<file path="src/rtl/alu_ctrl_pkg.sv">
// alu_ctrl_pkg: shared definitions for the RV32IM ALU controller.
//   alu_class_e  : ALUOp class driven by the main decoder
//   OP_*         : 5-bit Operation codes seen by the EX-stage datapath
//   F7_*         : Funct7 encodings that select base, alternate and M ops
//   decode_t     : result bundle of the combinational decoder
//   alu_base_op  : shared R/I-type funct3 table (no alternate encodings)
//   md_op        : funct3 -> M-extension operation code
package alu_ctrl_pkg;

  typedef enum logic [2:0] {
    ALU_R      = 3'b000,
    ALU_MEM    = 3'b001,
    ALU_I      = 3'b010,
    ALU_JUMP   = 3'b011,
    ALU_BRANCH = 3'b100,
    ALU_AUIPC  = 3'b101,
    ALU_LUI    = 3'b110,
    ALU_RSVD   = 3'b111
  } alu_class_e;

  localparam logic [4:0] OP_AND    = 5'b00000;
  localparam logic [4:0] OP_OR     = 5'b00001;
  localparam logic [4:0] OP_ADD    = 5'b00010;
  localparam logic [4:0] OP_XOR    = 5'b00011;
  localparam logic [4:0] OP_SLL    = 5'b00100;
  localparam logic [4:0] OP_SRL    = 5'b00101;
  localparam logic [4:0] OP_SUB    = 5'b00110;
  localparam logic [4:0] OP_SRA    = 5'b00111;
  localparam logic [4:0] OP_BEQ    = 5'b01000;
  localparam logic [4:0] OP_BNE    = 5'b01001;
  localparam logic [4:0] OP_SLT    = 5'b01010;
  localparam logic [4:0] OP_BLT    = 5'b01010;
  localparam logic [4:0] OP_BGE    = 5'b01011;
  localparam logic [4:0] OP_SLTU   = 5'b01100;
  localparam logic [4:0] OP_BLTU   = 5'b01100;
  localparam logic [4:0] OP_BGEU   = 5'b01101;
  localparam logic [4:0] OP_LUI    = 5'b01110;
  localparam logic [4:0] OP_MUL    = 5'b10000;
  localparam logic [4:0] OP_MULH   = 5'b10001;
  localparam logic [4:0] OP_MULHSU = 5'b10010;
  localparam logic [4:0] OP_MULHU  = 5'b10011;
  localparam logic [4:0] OP_DIV    = 5'b10100;
  localparam logic [4:0] OP_DIVU   = 5'b10101;
  localparam logic [4:0] OP_REM    = 5'b10110;
  localparam logic [4:0] OP_REMU   = 5'b10111;

  localparam logic [6:0] F7_BASE   = 7'b0000000;
  localparam logic [6:0] F7_ALT    = 7'b0100000;
  localparam logic [6:0] F7_MULDIV = 7'b0000001;

  typedef struct packed {
    logic [4:0] op;
    logic       illegal;
    logic       is_m;
  } decode_t;

  // Funct3 table shared by R-type (Funct7=0) and I-type; shifts are
  // resolved by the caller because their Funct7 rules differ.
  function automatic logic [4:0] alu_base_op(input logic [2:0] f3);
    case (f3)
      3'b000:  return OP_ADD;
      3'b001:  return OP_SLL;
      3'b010:  return OP_SLT;
      3'b011:  return OP_SLTU;
      3'b100:  return OP_XOR;
      3'b101:  return OP_SRL;
      3'b110:  return OP_OR;
      default: return OP_AND;
    endcase
  endfunction

  function automatic logic [4:0] md_op(input logic [2:0] f3);
    case (f3)
      3'b000:  return OP_MUL;
      3'b001:  return OP_MULH;
      3'b010:  return OP_MULHSU;
      3'b011:  return OP_MULHU;
      3'b100:  return OP_DIV;
      3'b101:  return OP_DIVU;
      3'b110:  return OP_REM;
      default: return OP_REMU;
    endcase
  endfunction

endpackage

</file>
<file path="src/rtl/alu_md_seq.sv">
// alu_md_seq: IDLE/BUSY latency sequencer for multi-cycle MUL/DIV ops.
//   clk, reset   : core clock, synchronous active-high reset
//   start_valid  : EX register holds a live M op
//   is_div       : that op is DIV/DIVU/REM/REMU (selects DIV_LAT)
//   flush        : abort the op in EX
//   stall        : hold ID and EX registers
//   md_start     : first EX cycle of an M op
//   md_busy      : sequencer is in BUSY
//   md_done      : final EX cycle of an M op
module alu_md_seq #(
  parameter int MUL_LAT = 3,
  parameter int DIV_LAT = 33,
  parameter int CNT_W   = $clog2(DIV_LAT + 1)
) (
  input  logic clk,
  input  logic reset,
  input  logic start_valid,
  input  logic is_div,
  input  logic flush,
  output logic stall,
  output logic md_start,
  output logic md_busy,
  output logic md_done
);

  typedef enum logic {IDLE, BUSY} state_e;

  // The first EX cycle is spent in IDLE, so BUSY counts down LAT-2..0.
  localparam logic [CNT_W-1:0] MUL_RELOAD = CNT_W'((MUL_LAT > 1) ? MUL_LAT - 2 : 0);
  localparam logic [CNT_W-1:0] DIV_RELOAD = CNT_W'((DIV_LAT > 1) ? DIV_LAT - 2 : 0);
  localparam bit MUL_ONE = (MUL_LAT == 1);
  localparam bit DIV_ONE = (DIV_LAT == 1);

  state_e           state;
  logic [CNT_W-1:0] count;
  logic             single;

  assign single  = is_div ? DIV_ONE : MUL_ONE;
  assign md_busy = (state == BUSY);

  // Handshake outputs must act in the same cycle the op reaches EX, so they
  // are decoded from state; a flush suppresses all of them.
  always_comb begin
    stall    = 1'b0;
    md_start = 1'b0;
    md_done  = 1'b0;
    if (!flush) begin
      if (state == IDLE && start_valid) begin
        md_start = 1'b1;
        if (single) md_done = 1'b1;
        else        stall   = 1'b1;
      end else if (state == BUSY) begin
        if (count != '0) stall   = 1'b1;
        else             md_done = 1'b1;
      end
    end
  end

  always_ff @(posedge clk) begin
    if (reset || flush) begin
      state <= IDLE;
      count <= '0;
    end else begin
      case (state)
        IDLE: begin
          if (start_valid && !single) begin
            state <= BUSY;
            count <= is_div ? DIV_RELOAD : MUL_RELOAD;
          end
        end
        BUSY: begin
          if (count != '0) count <= count - CNT_W'(1);
          else             state <= IDLE;
        end
        default: state <= IDLE;
      endcase
    end
  end

endmodule

</file>
<file path="src/rtl/alu_ctrl_md.sv">
// alu_ctrl_md: RV32IM ALU controller with ID->EX register and M-op sequencing.
//   clk, reset        : core clock, synchronous active-high reset
//   in_valid          : ID-stage instruction valid
//   ALUOp/Funct7/Funct3 : decode inputs from the main decoder / instruction
//   flush             : kill EX contents (redirect)
//   in_ready          : ID may advance (= !stall)
//   ex_valid          : EX register holds a live op
//   Operation         : registered 5-bit ALU operation code
//   ex_illegal        : registered illegal-encoding flag
//   md_start/busy/done, stall : M-op sequencing handshake
module alu_ctrl_md
  import alu_ctrl_pkg::*;
#(
  parameter bit ENABLE_M = 1'b1,
  parameter int MUL_LAT  = 3,
  parameter int DIV_LAT  = 33,
  parameter int CNT_W    = $clog2(DIV_LAT + 1)
) (
  input  logic       clk,
  input  logic       reset,
  input  logic       in_valid,
  input  logic [2:0] ALUOp,
  input  logic [6:0] Funct7,
  input  logic [2:0] Funct3,
  input  logic       flush,
  output logic       in_ready,
  output logic       ex_valid,
  output logic [4:0] Operation,
  output logic       ex_illegal,
  output logic       md_start,
  output logic       md_busy,
  output logic       md_done,
  output logic       stall
);

  decode_t dec;
  logic    ex_is_m;

  // Illegal encodings leave op at ADD so EX still sees a harmless operation.
  always_comb begin
    dec = '{op: OP_ADD, illegal: 1'b0, is_m: 1'b0};
    case (alu_class_e'(ALUOp))
      ALU_R: begin
        if (ENABLE_M && Funct7 == F7_MULDIV) begin
          dec.op   = md_op(Funct3);
          dec.is_m = 1'b1;
        end else if (Funct7 == F7_BASE) begin
          dec.op = alu_base_op(Funct3);
        end else if (Funct7 == F7_ALT && Funct3 == 3'b000) begin
          dec.op = OP_SUB;
        end else if (Funct7 == F7_ALT && Funct3 == 3'b101) begin
          dec.op = OP_SRA;
        end else begin
          dec.illegal = 1'b1;
        end
      end
      ALU_I: begin
        if (Funct3 == 3'b001) begin
          if (Funct7 == F7_BASE) dec.op = OP_SLL;
          else                   dec.illegal = 1'b1;
        end else if (Funct3 == 3'b101) begin
          if (Funct7 == F7_BASE)     dec.op = OP_SRL;
          else if (Funct7 == F7_ALT) dec.op = OP_SRA;
          else                       dec.illegal = 1'b1;
        end else begin
          dec.op = alu_base_op(Funct3);
        end
      end
      ALU_BRANCH: begin
        case (Funct3)
          3'b000:  dec.op = OP_BEQ;
          3'b001:  dec.op = OP_BNE;
          3'b100:  dec.op = OP_BLT;
          3'b101:  dec.op = OP_BGE;
          3'b110:  dec.op = OP_BLTU;
          3'b111:  dec.op = OP_BGEU;
          default: dec.illegal = 1'b1;
        endcase
      end
      ALU_MEM, ALU_JUMP, ALU_AUIPC: dec.op = OP_ADD;
      ALU_LUI:  dec.op = OP_LUI;
      default:  dec.illegal = 1'b1;
    endcase
  end

  // EX register: flush beats stall; a bubble still captures the decode but
  // is marked not-valid and never starts the sequencer.
  always_ff @(posedge clk) begin
    if (reset) begin
      ex_valid   <= 1'b0;
      Operation  <= OP_AND;
      ex_illegal <= 1'b0;
      ex_is_m    <= 1'b0;
    end else if (flush) begin
      ex_valid <= 1'b0;
      ex_is_m  <= 1'b0;
    end else if (!stall) begin
      ex_valid   <= in_valid;
      Operation  <= dec.op;
      ex_illegal <= dec.illegal;
      ex_is_m    <= in_valid & dec.is_m;
    end
  end

  alu_md_seq #(
    .MUL_LAT(MUL_LAT),
    .DIV_LAT(DIV_LAT),
    .CNT_W  (CNT_W)
  ) u_seq (
    .clk        (clk),
    .reset      (reset),
    .start_valid(ex_valid & ex_is_m),
    .is_div     (Operation[2]),
    .flush      (flush),
    .stall      (stall),
    .md_start   (md_start),
    .md_busy    (md_busy),
    .md_done    (md_done)
  );

  assign in_ready = ~stall;

endmodule

</file>
<file path="config.mk">
export PLATFORM = sky130hd
export DESIGN_NAME = alu_ctrl_md
export DESIGN_NICKNAME = d
export VERILOG_FILES = /design/src/rtl/alu_ctrl_pkg.sv /design/src/rtl/alu_md_seq.sv /design/src/rtl/alu_ctrl_md.sv
export SDC_FILE = /design/constraint.sdc
export NUM_CORES = 1
export LEC_CHECK = 0
export CORE_UTILIZATION = 40
export DETAILED_ROUTE_END_ITERATION = 6
export GPL_TIMING_DRIVEN = 0
export PLACE_DENSITY = 0.67
export SLEW_MARGIN = 20
export SYNTH_ARGS = -nofsm -noshare
export SYNTH_HDL_FRONTEND = slang
export SYNTH_SLANG_ARGS = --single-unit
</file>
<file path="constraint.sdc">
create_clock -name clk -period 1.9 [get_ports clk]
set_clock_uncertainty 0.1 [all_clocks]
set_input_delay 0.38 -clock clk [delete_from_list [all_inputs] [get_ports clk]]
set_output_delay 0.38 -clock clk [all_outputs]
set_load 0.02 [all_outputs]
</file>
==> Yosys cells after proc, flatten, opt, wreduce, memory -nomap -nowiden <==
Cells that the tools add are included.
{ "classes": {"shifts": 0, "multipliers": 0, "reduce_logical": 13, "add_sub_neg": 1, "n_mux": 42, "eq_ne": 17, "order_cmp": 0, "n_div": 0, "n_bitwise": 5} }
{ "ops": {"columns": ["cell", "n"], "rows": [
  ["one-hot mux 4 bit (7 select lines)", 1],
  ["one-hot mux 4 bit (6 select lines)", 1],
  ["two-way mux 1 bit", 22],
  ["== test 3 bit (second input constant)", 7],
  ["one-hot mux 3 bit (7 select lines)", 1],
  ["one-hot mux 4 bit (5 select lines)", 1],
  ["one-hot mux 5 bit (4 select lines)", 1],
  ["two-way mux 6 bit", 3],
  ["two-way mux 3 bit", 5],
  ["two-way mux 5 bit", 3],
  ["== test 3 x 2 -> 1 bit (second input constant)", 4],
  ["one-hot mux 6 bit (2 select lines)", 1],
  ["== test 7 x 1 -> 1 bit (second input constant)", 1],
  ["== test 7 x 6 -> 1 bit (second input constant)", 1],
  ["zero test 7 bit", 1],
  ["== test 3 x 1 -> 1 bit (second input constant)", 2],
  ["zero test 3 bit", 2],
  ["nonzero test 6 bit", 1],
  ["OR reduction 6 bit", 1],
  ["subtractor 6 x 1 -> 6 bit (second input constant)", 1],
  ["two-way mux 4 bit", 1],
  ["one-hot mux 1 bit (4 select lines)", 1],
  ["AND reduction 2 bit", 2],
  ["OR reduction 4 bit", 1],
  ["8 further kinds", 13]
]} }
{ "word_totals": {"wordCells": 84, "latch_bits": 0, "register_bits": 15, "memories": 0, "input_bits": 17, "mem_bits_ro": 0, "mem_bits_rw": 0, "output_inout_bits": 12} }

==> Longest topological paths before layout <==
Gate-level depths: netlist of run 1.
{ "logic_depth": {"ltp_word": 7, "ltp_mapped": 8, "mapped_depth_nobuf": 7} }

==> Cells and area by module <==
A second synthesis of run 1 with hierarchy kept.
{ "hier_totals": {"cells_unflattened": 141, "hier_area_um2": 1122.3} }
{ "by_module_without_submodules": {"columns": ["mod", "cells_per_inst", "area_per_inst_um2", "instances"], "rows": [
  ["alu_ctrl_md", 93, 711.9, 1],
  ["alu_md_seq", 48, 410.4, 1]
]} }

==> Least setup slack after synthesis of run 1 <==
No wires, ideal clock.
{ "synth_path": {"kind": "register to output", "startpoint": "register u_seq.count[0]", "endpoint": "output port in_ready", "path_slack_ns": -0.041, "stages_incl_launch_ff": 7, "required_ns": 1.420, "n_path_buf": 0, "t_arrival_ns": 1.461, "path_cell_list": "dfxtp_1 -> inv_1 -> ha_1 -> nand2b_1 -> o41ai_4 -> a21oi_1 -> inv_1"} }
{ "synth_via": {"elab_chain_len": 6} }
{ "synth_lines": {"columns": ["item", "line", "source"], "rows": [
  ["start: declaration", "alu_md_seq.sv:35", "logic [CNT_W-1:0] count;"],
  ["start signal: assignment", "alu_md_seq.sv:68", "count <= is_div ? DIV_RELOAD : MUL_RELOAD;"],
  ["start signal: assignment", "alu_md_seq.sv:72", "if (count != '0) count <= count - CNT_W'(1);"],
  ["nonzero test 6 bit", "alu_md_seq.sv:53", "if (count != '0) stall = 1'b1;"],
  ["two-way mux 1 bit", "alu_md_seq.sv:53", null],
  ["two-way mux 1 bit", "alu_md_seq.sv:52", "end else if (state == BUSY) begin"],
  ["two-way mux 1 bit", "alu_md_seq.sv:48", "if (state == IDLE && start_valid) begin"],
  ["two-way mux 1 bit", "alu_md_seq.sv:47", "if (!flush) begin"],
  ["via stall", "alu_ctrl_md.sv:33", "output logic stall"],
  ["inverter 1 bit (no source line)", null, null],
  ["end: declaration", "alu_ctrl_md.sv:26", "output logic in_ready,"]
]} }
The timed path passes the listed nets, and every way through them passes these cells.

==> Worst setup path in the final report of run 1 <==
{ "layout_path": {"startpoint": "register u_seq.count[0]", "endpoint": "output port in_ready"} }
{ "layout_via": {"elab_chain_len": 6} }
{ "layout_lines": {"columns": ["item", "line"], "rows": [
  ["nonzero test 6 bit", "alu_md_seq.sv:53"],
  ["two-way mux 1 bit", "alu_md_seq.sv:53"],
  ["two-way mux 1 bit", "alu_md_seq.sv:52"],
  ["two-way mux 1 bit", "alu_md_seq.sv:48"],
  ["two-way mux 1 bit", "alu_md_seq.sv:47"],
  ["inverter 1 bit (no source line)", null]
]} }
Every way passes these cells.

==> flow_summary.json, run 1 <==
{
  "first_iter_violations": 33,
  "period_share_pct": 104,
  "via_count": 1282,
  "synth_area_leader_cell": "dfxtp_1",
  "via_per_inst": 5.83,
  "period_minus_slack_ns": 1.98,
  "wl_met1_um": 1420,
  "cts.sinks": 15,
  "cts.reportedPaths.clkPinSlew_ns": 0.10,
  "synthCells": 154,
  "wl_um": 3220,
  "outcome": "complete, but fails checks",
  "drtAntennaViolNets": 0,
  "hp-start": "ALUOp[1]",
  "crit_chain": "inv_2 -> ha_4 -> nand2b_4 -> o41ai_4 -> a21oi_2 -> inv_1 -> buf_6",
  "hold_viol": 0,
  "drc": 0,
  "critical_path.startpoint": "u_seq.count[0]",
  "die_w_um": 55.3,
  "path_buf_inv": 3,
  "pre_cts_slack_ns": -0.611,
  "synth-adder-area-share_pct": 1.10,
  "cp.arrival_ns": 1.50,
  "ys_ff_latch": 15,
  "synthTopCellsByArea": "dfxtp_1 (26%), a21oi_1 (6.6%), nand2_1 (5.6%), nor2_1 (5.6%), nand3_1 (4.0%)",
  "max_freq_mhz": 506,
  "cp_max_fo": 3,
  "antenna_found_initial": 0,
  "synth-xor-area-share_pct": 0.771,
  "path_depth": 7,
  "fp-row-count": 18,
  "slowest_stage": "dfxtp_2",
  "r2r_start": "u_seq.count[1]",
  "synth-edff-count": 0,
  "p_per_area_nw_per_um2": 425,
  "synthMuxAreaShare_pct": 0.881,
  "ys.flop_type": "dfxtp_1",
  "drv_slew": 0,
  "met2WireLength_um": 1510,
  "syn_to_final_growth_pct": 38.9,
  "die-area_um2": 3060,
  "yosysWarningCount": 0,
  "dp.cells": 210,
  "syn_area_per_cell_um2": 7.38,
  "rsz0062_at_grt": "true",
  "hpwl_um": 2250,
  "overflow": 0,
  "pwr-share-seq_pct": 48.5,
  "power_frac_comb_pct": 23.4,
  "cts_buffer_depth": 2,
  "synth-simple-area-share_pct": 35.0,
  "start_util_pct": 43.9,
  "grt_max_degree": 12,
  "start_kind": "register",
  "track_usage_pct": 20.9,
  "worst-slew-pin-transition_ns": 0.431,
  "switching_share_pct": 29.4,
  "ir_worst_vdd_uv": 296,
  "highest_layer": "met4",
  "clock_latency_ns": 0.29,
  "max_cap_viol_count": 0,
  "p_int_uw": 474,
  "required_ns": 1.42,
  "layout-drive-gt1-share_pct": 21.6,
  "pin_count": 29,
  "p_sw_uw": 197,
  "layout_common_cells": "nor2_1 (17), clkdlybuf4s50_1 (17), nand2_1 (16), a21oi_1 (14), dfxtp_1 (13)",
  "power.share.clock_pct": 28.1,
  "htreeDepth": 1,
  "final_nets": 209,
  "relSlewSlack_pct": 71.2,
  "cts_buffers": 3,
  "max_stage_delay_ns": 0.34,
  "cp_top_family": "compound AO/OA/AOI/OAI gates",
  "grt_pass1_vias": 1204,
  "violations": "negative setup slack",
  "wl_met3_um": 233,
  "dieHeight_um": 55.3,
  "routedWlPerCell_um": 14.6,
  "firstDrtPassIters": 4,
  "final-setup-viol-count": 2,
  "antennaDiodeCount": 0,
  "utilization_pct": 60.9,
  "worstSetupEndpointType": "output port",
  "tritoncts": "yes",
  "core_region_area_um2": 2590,
  "gp_congestion": 0.873,
  "cts.hold.buffers_added": 0,
  "min_path_type": "primary input to register",
  "syn-cell-area_um2": 1140,
  "rr_worst_depth": 5,
  "path_class": "register to output port",
  "min_path_cells": 3,
  "timing.final.ws_setup_ns": -0.0765,
  "synthDistinctLibCells": 48,
  "netlist.area_leader.share_pct": 26.4,
  "portBuffers": 26,
  "clock-root-buffer": "clkbuf_4",
  "syn-num-nets": 172,
  "synthArstFlopShare_pct": 0,
  "synth_top_family_by_area": "simple AND/OR/NAND/NOR gates",
  "instances_no_fill": 220,
  "yosysSeqAreaShare_pct": 26.4,
  "p_leak_uw": 0.000605,
  "grt_pass1_wl_um": 5320,
  "synth_compound_area_share_pct": 28.1
}
repair_timing:
item                                    CTS  global route
hold endpoints to repair                  0             0
setup buffers                             6             1
pin swaps                                 3             6
gates resized for setup                  28            15
endpoints found under the setup margin    7            15
area by class of cell:
class / count / area (um2)
sequential: 15 / 303
fill: 245 / 1010
clock buffer: 3 / 22.5
inverter: 5 / 18.8
tap: 30 / 37.5
multi-input combinational: 124 / 802
timing repair buffer: 33 / 317
clock inverter: 1 / 5.00
buffer: 9 / 72.6
worst register-to-register path, delay by kind of cell (launching register included):
family / cells / cell delay (ns)
AO/OA/AOI/OAI: 1 / 0.13
AND/OR/NAND/NOR: 3 / 1.04
buffers and inverters: 1 / 0.13
flip-flops: 1 / 0.34
Yosys cell counts, types with 2 or more instances:
cell type and count:
dfxtp_1 15, nand3_1 9, a31oi_1 2, inv_1 5
o21ai_1 7, a211oi_1 3, nand2b_1 2, o21ai_0 6
a21oi_1 15, nor3_1 6, nor2b_1 4, o311ai_1 2
nand3b_1 2, or3_1 3, buf_2 4, nor2_1 17
nand2_1 17, and2_1 3, buf_6 3
cell families after synthesis:
kind of cell,Yosys count
and+or+nand+nor,74
AOI/OAI and AO/OA,47
buffers and inverters,15
DFF,15
xor gates and xnor gates,1
muxes,1
adders and majority gates,1
path summary, 6_finish.rpt:
check,endpoint,slack (ns)
setup reg to reg,u_seq.count[5],0.09
hold / removal,Operation[0],0.31
hold reg to reg,Operation[4],0.36
setup / recovery,in_ready,-0.08
power groups by stage:
stage	sequential, uW	clock, uW	combinational [uW]
2_1_floorplan	338	0	77.3
3_3_place_gp	333	0	151
3_5_place_dp	333	0	154
4_1_cts	325	188	153
5_1_grt	326	210	171
6_report	325	188	157
per-layer routing:
| layer | track usage [%] | up-vias |
|---|---|---|
| li1 | - | 633 |
| met4 | 6.43 | 0 |
| met1 | 29.1 | 586 |
| met5 | 0 | - |
| met3 | 4.68 | 6 |
| met2 | 32.0 | 57 |
sequential cells by signal, summed over array words and instances (netlist names):
signal,flops
Operation,5
ex_illegal,1
u_seq.md_busy,1
ex_is_m,1
u_seq.count,6
ex_valid,1
metrics by stage:
step	instance area, um2	total power (uW)	hold slack (ns)	TNS [ns]
after detailed placement	1440	486	0.351	-3.22
after global placement	1440	483	0.353	-3.09
after floorplan	1140	415	0.341	0
after CTS	1520	667	0.317	-0.289
after global routing	1580	707	0.325	-0.393
final	1580	670	0.312	-0.134
Power figures use the tool's default switching activity.
==> run 2: changes to the inputs <==
--- a/config.mk
+++ b/config.mk
@@ -5,6 +5,7 @@
 export SDC_FILE = /design/constraint.sdc
 export NUM_CORES = 1
 export LEC_CHECK = 0
+export ABC_CLOCK_PERIOD_IN_PS = 1900
 export CORE_UTILIZATION = 40
 export DETAILED_ROUTE_END_ITERATION = 6
 export GPL_TIMING_DRIVEN = 0
==> results of run 2 <==
Final layout, timing and power as in run 1 (identical DEF).
==> run 3: changes to the inputs <==
--- a/config.mk
+++ b/config.mk
@@ -6,11 +6,12 @@
 export NUM_CORES = 1
 export LEC_CHECK = 0
 export ABC_CLOCK_PERIOD_IN_PS = 1900
-export CORE_UTILIZATION = 40
+export CORE_UTILIZATION = 56
 export DETAILED_ROUTE_END_ITERATION = 6
+export DONT_BUFFER_PORTS = 1
 export GPL_TIMING_DRIVEN = 0
-export PLACE_DENSITY = 0.67
-export SLEW_MARGIN = 20
+export PLACE_DENSITY = 0.71
+export SLEW_MARGIN = 25
 export SYNTH_ARGS = -nofsm -noshare
 export SYNTH_HDL_FRONTEND = slang
 export SYNTH_SLANG_ARGS = --single-unit
==> run 3 against run 2 <==
- the flow still finishes with violations (negative setup slack)
- sequential power increased by 2%
- global-route usage rose by 8.9 points
- core utilization rose by 15 points
- die area fell by 28%
- setup slack worse by 0.040 ns
- routed wire length is 2.7% lower
- power fell by 7.2%
- clock-buffer cell count unchanged
- maximum frequency down 2.0%
==> flow_summary.json, run 3 (synthesis gave the netlist of run 1 again) <==
{
  "ir_worst_vdd_uv": 397,
  "wl_um": 3140,
  "pin_count": 29,
  "utilization_pct": 75.9,
  "grt_pass1_wl_um": 4550,
  "routedWlPerCell_um": 15.8,
  "relSlewSlack_pct": 68.9,
  "final_nets": 192,
  "postPlaceCellArea_um2": 1170,
  "cts.sinks": 15,
  "p_int_uw": 441,
  "p_leak_uw": 0.000503,
  "clock-root-buffer": "clkbuf_4",
  "worst-r2r-setup-slack_ns": 0,
  "power.share.clock_pct": 30.8,
  "timing.final.ws_setup_ns": -0.117,
  "cts.hold.buffers_added": 0,
  "violations": "negative setup slack",
  "drtAntennaViolNets": 0,
  "track_usage_pct": 29.8,
  "min_path_type": "primary input to register",
  "cts_buffers": 3,
  "antenna_found_initial": 0,
  "final_common_cell": "nand2_1",
  "overflow": 0,
  "period_share_pct": 106,
  "r2r_start": "u_seq.md_busy",
  "largestRegisters": "u_seq.count: 6 flops, Operation: 5 flops",
  "period_minus_slack_ns": 2.02,
  "firstDrtPassIters": 4,
  "cts_buffer_depth": 2,
  "min_path_cells": 1,
  "rsz0062_at_grt": "true",
  "worstSetupEndpointType": "output port",
  "hpwl_um": 2040,
  "grt_max_degree": 11,
  "drc": 0,
  "syn_to_final_growth_pct": 21.7,
  "power_frac_comb_pct": 15.9,
  "htreeDepth": 1,
  "min_to": "Operation[3]",
  "gp_congestion": 0.958,
  "p_sw_uw": 181,
  "worst-slew-pin-transition_ns": 0.467,
  "start_kind": "register",
  "switching_share_pct": 29.1,
  "core_region_area_um2": 1820,
  "drv_slew": 0,
  "layout_common_cells": "nand2_1 (17), nor2_1 (15), buf_4 (14), a21oi_1 (13), dfxtp_1 (11)",
  "p_per_area_nw_per_um2": 450,
  "rr_worst_depth": 7,
  "die_w_um": 47.0,
  "via_per_inst": 6.37,
  "path_class": "register to output port",
  "via_count": 1262,
  "cp_max_fo": 3,
  "pwr-share-seq_pct": 53.3,
  "fp-row-count": 15,
  "outcome": "complete, but fails checks",
  "layout-drive-gt1-share_pct": 28.3,
  "dieHeight_um": 47.0,
  "die-area_um2": 2210,
  "final-setup-viol-count": 3,
  "max_freq_mhz": 496,
  "tritoncts": "yes",
  "largest_reg_flops": 6,
  "hold_viol": 0,
  "fillers": 149,
  "cts.reportedPaths.clkPinSlew_ns": 0.10,
  "hp-start": "reset",
  "grt_pass1_vias": 1020,
  "clock_latency_ns": 0.31,
  "antennaDiodeCount": 0,
  "required_ns": 1.42,
  "portBuffers": 0,
  "start_util_pct": 62.4,
  "top_register": "u_seq.count",
  "cp.arrival_ns": 1.54,
  "first_iter_violations": 57,
  "max_cap_viol_count": 0,
  "design_area_um2": 1380,
  "timing.rr.end": "Operation[2]"
}
-- run 3: what timing repair did --
| item | 4_1_cts | 5_1_grt |
|---|---|---|
| setup buffers | 8 | 7 |
| pin swaps | 4 | 5 |
| gates cloned | 1 | 0 |
| gates resized for setup | 18 | 6 |
| setup endpoints to repair | 9 | 15 |
-- run 3: metrics by stage --
stage	power, uW	TNS (ns)	setup slack (ns)	hold WS (ns)	std cells
global placement	430	-0.187	-0.0843	0.351	179
CTS	615	-0.311	-0.182	0.0327	191
global route	649	-0.636	-0.197	0.0129	198
detailed placement	432	-0.297	-0.117	0.355	179
finish	622	-0.232	-0.117	0.0258	198
floorplan	415	0	0.0845	0.341	154
-- run 3: critical path, cell delays in order, from the launching register on --
cell,delay [ns]
dfxtp_2,0.33
inv_2,0.07
ha_4,0.15
nand2b_4,0.06
o41ai_4,0.34
a21oi_4,0.16
inv_2,0.13
-- run 3: layout make-up --
type | instances | area (um2) | share of cell area (%)
clock inverters | 1 | 5.00 | 0.362
inverters | 5 | 18.8 | 1.36
clock buffers | 3 | 22.5 | 1.63
repair buffers | 15 | 114 | 8.24
well taps | 25 | 31.3 | 2.26
plain buffers | 10 | 78.8 | 5.70
multi-input cells | 124 | 805 | 58.2
flip-flops and latches | 15 | 308 | 22.3
-- run 3: worst max path at each step --
stage / start / end / slack [ns] / cells after the start
floorplan: u_seq.count[0] / in_ready / 0.08 / 6
global placement: u_seq.count[0] / ex_illegal / -0.08 / 7
detailed placement: u_seq.count[0] / in_ready / -0.12 / 6
CTS: u_seq.count[1] / in_ready / -0.18 / 6
global route: u_seq.count[0] / md_done / -0.20 / 5
finish: u_seq.count[0] / in_ready / -0.12 / 6
-- run 3: power by group through the flow --
stage / combinational (uW) / clock, uW / sequential [uW]
floorplan: 77.3 / 0 / 338
global placement: 90.2 / 0 / 339
detailed placement: 92.3 / 0 / 340
CTS: 92.9 / 189 / 332
global route: 110 / 206 / 332
finish: 98.9 / 192 / 331
-- run 3: metal layers --
| layer | GRT usage [%] | up-vias | part of all wire (%) |
|---|---|---|---|
| li1 | - | 598 | - |
| met1 | 41.6 | 581 | 41 |
| met2 | 44.4 | 74 | 47 |
| met3 | 10.4 | 9 | 10 |
| met4 | 6.29 | 0 | 1.7 |
| met5 | 0 | - | 0 |
